[config.mk]
export PLATFORM = sky130hd
export DESIGN_NAME = scon_modport
export DESIGN_NICKNAME = d
export VERILOG_FILES = /design/src/rtl/scon_modport.sv
export SDC_FILE = /design/constraint.sdc
export NUM_CORES = 1
export LEC_CHECK = 0
export BUFFER_PORTS_ARGS = -buffer_cell sky130_fd_sc_hd__buf_2
export CAP_MARGIN = 20
export CORE_AREA = 2 2 39 41
export CTS_BUF_LIST = sky130_fd_sc_hd__clkbuf_16
export DETAILED_ROUTE_END_ITERATION = 7
export DIE_AREA = 0 0 41 43
export GPL_TIMING_DRIVEN = 0
export MAX_ROUTING_LAYER = met4
export PLACE_DENSITY = 0.52
export SLEW_MARGIN = 40
export SYNTH_ARGS = -nofsm -noshare
export SYNTH_HDL_FRONTEND = slang
export SYNTH_SLANG_ARGS = --single-unit
[constraint.sdc]
create_clock -name clk -period 0.9 [get_ports clk]
set_input_delay 0.18 -clock clk [delete_from_list [all_inputs] [get_ports clk]]
set_output_delay 0.18 -clock clk [all_outputs]
set_load 0.02 [all_outputs]
[src/rtl/scon_modport.sv]
// ---------------------------------------------------------------------------
// scon_modport
//
// Serial-port control register (8051-style SCON) for the UART subsystem.
// The mode, receive-enable and 9th-transmit-bit controls are copied from the
// serial-port sequencer on every clock. TX/RX completion pulses are latched
// into sticky TI/RI flags. The packed register goes to the register-read path.
//
// Ports
//   clk          in   1  system clock, rising edge
//   reset        in   1  asynchronous active-low reset, clears all state
//   mode         in   2  serial mode, mode[1]=SM0, mode[0]=SM1
//   ren          in   1  receive enable request
//   tb8_set      in   1  9th transmit bit value
//   rb8_receive  in   1  9th received bit, valid with rx_complete
//   tx_complete  in   1  one-cycle pulse, transmission finished
//   rx_complete  in   1  one-cycle pulse, reception finished
//   scon         out  8  {SM0, SM1, SM2, REN, TB8, RB8, TI, RI}, registered
//
// Build option
//   SCON_RB8_MODE_GATE_EN : when defined, RB8 is captured only in the 9-bit
//                           modes (2'b10, 2'b11). RI still sets in every mode.
// ---------------------------------------------------------------------------
module scon_modport (
    input  logic       clk,
    input  logic       reset,
    input  logic [1:0] mode,
    input  logic       ren,
    input  logic       tb8_set,
    input  logic       rb8_receive,
    input  logic       tx_complete,
    input  logic       rx_complete,
    output logic [7:0] scon
);

    logic [1:0] sm_q;
    logic       ren_q;
    logic       tb8_q;
    logic       rb8_q;
    logic       ti_q;
    logic       ri_q;

    logic       mode_change;
    logic       rx_accept;
    logic       rb8_capture;
    logic       ti_d;
    logic       ri_d;
    logic       rb8_d;

    // A new mode clears the completion flags. The comparison is against the
    // registered mode, so the clear takes effect only on a real change.
    always_comb begin
        mode_change = (mode != sm_q);
        rx_accept   = rx_complete & ren;
`ifdef SCON_RB8_MODE_GATE_EN
        // mode[1] (SM0) is high exactly in the two 9-bit modes.
        rb8_capture = rx_accept & mode[1];
`else
        rb8_capture = rx_accept;
`endif
    end

    // A completion pulse takes priority over the mode-change clear, so a
    // flag set in the same cycle as a mode switch ends up at 1.
    always_comb begin
        ti_d  = ti_q;
        ri_d  = ri_q;
        rb8_d = rb8_q;
        if (tx_complete) begin
            ti_d = 1'b1;
        end else if (mode_change) begin
            ti_d = 1'b0;
        end
        if (rx_accept) begin
            ri_d = 1'b1;
        end else if (mode_change) begin
            ri_d = 1'b0;
        end
        if (rb8_capture) begin
            rb8_d = rb8_receive;
        end
    end

    always_ff @(posedge clk or negedge reset) begin
        if (!reset) begin
            sm_q  <= 2'b00;
            ren_q <= 1'b0;
            tb8_q <= 1'b0;
            rb8_q <= 1'b0;
            ti_q  <= 1'b0;
            ri_q  <= 1'b0;
        end else begin
            sm_q  <= mode;
            ren_q <= ren;
            tb8_q <= tb8_set;
            rb8_q <= rb8_d;
            ti_q  <= ti_d;
            ri_q  <= ri_d;
        end
    end

    // SM2 is tied low because multiprocessor address filtering is not
    // implemented.
    assign scon = {sm_q, 1'b0, ren_q, tb8_q, rb8_q, ti_q, ri_q};

endmodule

# After elaboration in Yosys (flattened, before gate mapping)

Index checks and enable logic that the tools add are counted.

Add/sub/neg operators: 0
Multiply operators: 0
Div/mod/pow operators: 0
$lt $le $gt $ge: 0
Equality and inequality tests: 1
Shifts and indexed selects: 0
Mux-type cells: 3
Bitwise logic cells: 1
Reduce and logical (&&, ||, !) cells: 2

Operators with widths:

| operator           | count |
|---|---|
| 2-bit nonzero test | 2 |
| 1-bit 2-to-1 mux   | 3 |
| 2-bit != test      | 1 |
| 1-bit AND          | 1 |

Register bits after elaboration: 7
Bits in latches: 0
Bits in writable memories: 0
Memory bits (read-only): 0
Bits of input ports: 9
Output and inout port bits: 8
Memories: 0

# Longest topological paths before layout

Depth after elaboration: 3
Gate-level depth with buffers: 2
Depth with buffers taken out: 2

# Worst setup path after synthesis

OpenSTA, ideal clock, no wires.

Kind: flip-flop to flip-flop
Start: reg sm_q[0]
End: reg ri_q
Library setup time: 0.122 ns
Data arrival time: 0.856 ns
Setup slack: -0.078 ns
Cell stages (with the launch flop): 3
Path buffers: 0
Clock period less this slack: 0.978 ns
Cells stage by stage: dfrtp_1 -> xnor2_1 -> a32o_1

Longest elaborated chain between the ends: 2

RTL lines:

| element                             | RTL line | text |
|---|---|---|
| start: declaration                  | 36       | `logic [1:0] sm_q;` |
| start signal: assignment            | 93       | `sm_q <= mode;` |
| 2-bit != test                       | 53       | `mode_change = (mode != sm_q);` |
| 2-bit nonzero test (no source line) | --       |  |
| end signal: assignment              | 98       | `ri_q <= ri_d;` |
| end: declaration                    | 41       | `logic ri_q;` |

No other way between the ends.
A chain may end at the register's enable or synchronous reset.

# Worst setup path after layout

Start: reg ti_q
End: out scon[1]

RTL lines:

| element                  | RTL line | text |
|---|---|---|
| start: declaration       | 40       | `logic ti_q;` |
| start signal: assignment | 97       | `ti_q <= ti_d;` |
| end: declaration         | 33       | `output logic [7:0] scon` |

No word-level cell between the ends.

==> impl_metrics.yaml <==
global_route:
  grt_pass1_vias: 192
  use_met2_pct: 9.06
  grt_pass1_wl_um: 834
  grtUsageMet3_pct: 8.38
  antenna_found_initial: 0
  track_usage_pct: 8.82
  grt_max_degree: 8
  use_met1_pct: 8.25
  grt_overflow: 0
  top_usage_layer: "met4"
die:
  start_util_pct: 19.9
  fp-row-count: 14
  dieArea_um2: 1760
  core_um2: 1380
  boundaryPins: 17
  dieHeight_um: 43
  die_w_um: 41
sta:
  setup_ws_ps: -137
  period_needed_ps: 1040
  fmax_mhz: 964
  finalHoldViolations: 0
  finClkSkew_ps: 1.38
  rsz0062_at_grt: "yes"
  finalCritPeriodShare_pct: 115
  timing.hold.ws_ps: 59.2
  slew_viol_final: 0
  setup_viol: 9
pwr:
  p_int_mw: 1.02
  powerDensity_nw_per_um2: 2560
  swShare_pct: 20.8
  seq_power_share_pct: 27.9
  pwr-share-comb_pct: 12.9
  switchingPower_mw: 0.267
  vdd_drop_max_v: 0.00112
  power_leakage_nw: 0.247
  total_power_mw: 1.28
  clockPowerShare_pct: 59.1
layout:
  nFillCells: 137
  multi_input_area_um2: 70.1
  seqCellArea_um2: 178
  syn_to_final_growth_pct: 82.3
  most-common-layout-cells: "buf_6, buf_2, dfrtp_1, clkbuf_16"
  diodes: 0
  fin_cells: 53
  nets: 47
  drive_gt1_share_pct: 73.0
  fin_area_um2: 502
min_path:
  min_path_type: "in2reg"
  min_from: "tb8_set"
  hold_end: "tb8_q"
  holdPathStages: 1
outcome:
  violations: "setup timing"
  outcome: "complete, but fails checks"
setup_path:
  end_kind: "output pin"
  worstPathArrival_ps: 860
  reg2reg_depth: 2
  reg2reg_slack_ps: -20
  crit_fanout: 2
  r2r_start: "sm_q[1]"
  reg2reg_to: "ri_q"
  crit_required_ps: 720
  path_class: "reg2out"
  start_kind: "flip-flop"
synth:
  synthCells: 20
  synth_xor_area_share_pct: 6.36
  avgSynthCellArea_um2: 13.8
  synth_fa_ha_area_share_pct: 0
  yosys-top-cells-area: "dfrtp_1, buf_4, xnor2_1"
  ys_seq_area_share_pct: 63.6
  yosysTopAreaCell: "dfrtp_1"
  synth_top_family_by_area: "buffers and inverters"
  synth_compound_area_share_pct: 6.82
  syn_area_um2: 275
  ys_ff_latch: 7
  synth_nets: 29
  post-synth-top-area-fraction_pct: 63.6
  synthSimpleGateAreaFrac_pct: 1.36
  muxShareOfSynthArea_pct: 4.09
  yosys_warnings: 0
  synth_cell_type_count: 8
routing:
  wl_um: 555
  initialDrtViolationCount: 0
  postRouteAntennaNets: 0
  wl_per_cell_um: 10.5
  via_per_inst: 3.92
  vias: 208
  post-route-drc-count: 0
  drt-pass1-iter-count: 1
placement:
  post-dp-hpwl_um: 407
  portBuffers: 15
  dp_cells: 51
  post-place-ws_ps: -1.79
  place_congestion: 0.589
  place_area_um2: 380
clock_tree:
  cts-root-buf: "clkbuf_16"
  cts_tree: "built"
  clkLatencyLatePin_ps: 230
  path_clk_slew_ps: 40
  clk_path_buf_depth: 2
  cts_sinks: 7
  cts_buffers: 3
  cts_max_level: 1
flow_run:
  maxCapViolations: 0
==> timing repair <==
item,4_1_cts,5_1_grt
gates cloned,0,0
pin swaps,1,0
buffers inserted,1,0
hold buffers,1,0
gates resized for setup,16,0
hold endpoints to repair,7,0
setup endpoints to repair,8,9
==> worst max path at each step <==
stage	startpoint	end	slack, ps	depth (start not counted)
after floorplan	sm_q[1]	ri_q	-40	2
after global placement	sm_q[1]	ri_q	7	2
after detailed placement	sm_q[1]	ri_q	-2	2
after CTS	ti_q	scon[1]	-140	2
after global routing	ti_q	scon[1]	-160	2
final	ti_q	scon[1]	-140	2
==> sequential cells by signal, indices dropped and copies added, names as in the netlist <==
name   flops
sm_q       2
ren_q      1
ri_q       1
rb8_q      1
tb8_q      1
ti_q       1
==> power by group through the flow <==
stage / Sequential (mW) / Clock (mW) / Combinational, mW
after floorplan: 0.361 / 0 / 0.0870
after global placement: 0.356 / 0 / 0.145
after detailed placement: 0.356 / 0 / 0.145
after CTS: 0.359 / 0.781 / 0.167
after global routing: 0.360 / 0.790 / 0.180
final: 0.358 / 0.758 / 0.166
==> routing by layer <==
layer	vias up	wire length [um]
li1	93	-
met1	93	219
met2	18	213
met3	4	107
met4	0	15
met5	-	0
==> metrics by stage <==
step / TNS, ps / util, %
2_1_floorplan: -63.6 / -
3_3_place_gp: 0 / 27.5
6_report: -345 / 36.3
4_1_cts: -396 / 36.3
3_5_place_dp: -1.79 / 27.5
5_1_grt: -524 / 36.3
==> cells in the mapped netlist <==
cell type	number
dfrtp_1	7
buf_4	6
xnor2_1	2
a31o_2	1
a32o_1	1
conb_1	1
mux2_2	1
nand2_1	1
==> kinds of logic after synthesis <==
| logic type | after synthesis |
|---|---|
| DFF | 7 |
| buffers and inverters | 6 |
| AOI/OAI and AO/OA | 2 |
| xor gates and xnor gates | 2 |
| muxes | 1 |
| and+or+nand+nor | 1 |
| other | 1 |
==> area by class of cell <==
type,count,share of cell area [%]
plain buffers,2,3.74
clock buffers,3,15.0
clock inverters,1,0.748
multi-input cells,7,14.0
flip-flops and latches,7,35.4
well taps,16,3.99
repair buffers,17,27.2
==> critical path, cell delays in order, from the launching register on <==
cell     delay (ps)
dfrtp_1         390
buf_6           120
buf_6           120
Power figures use the tool's default switching activity.
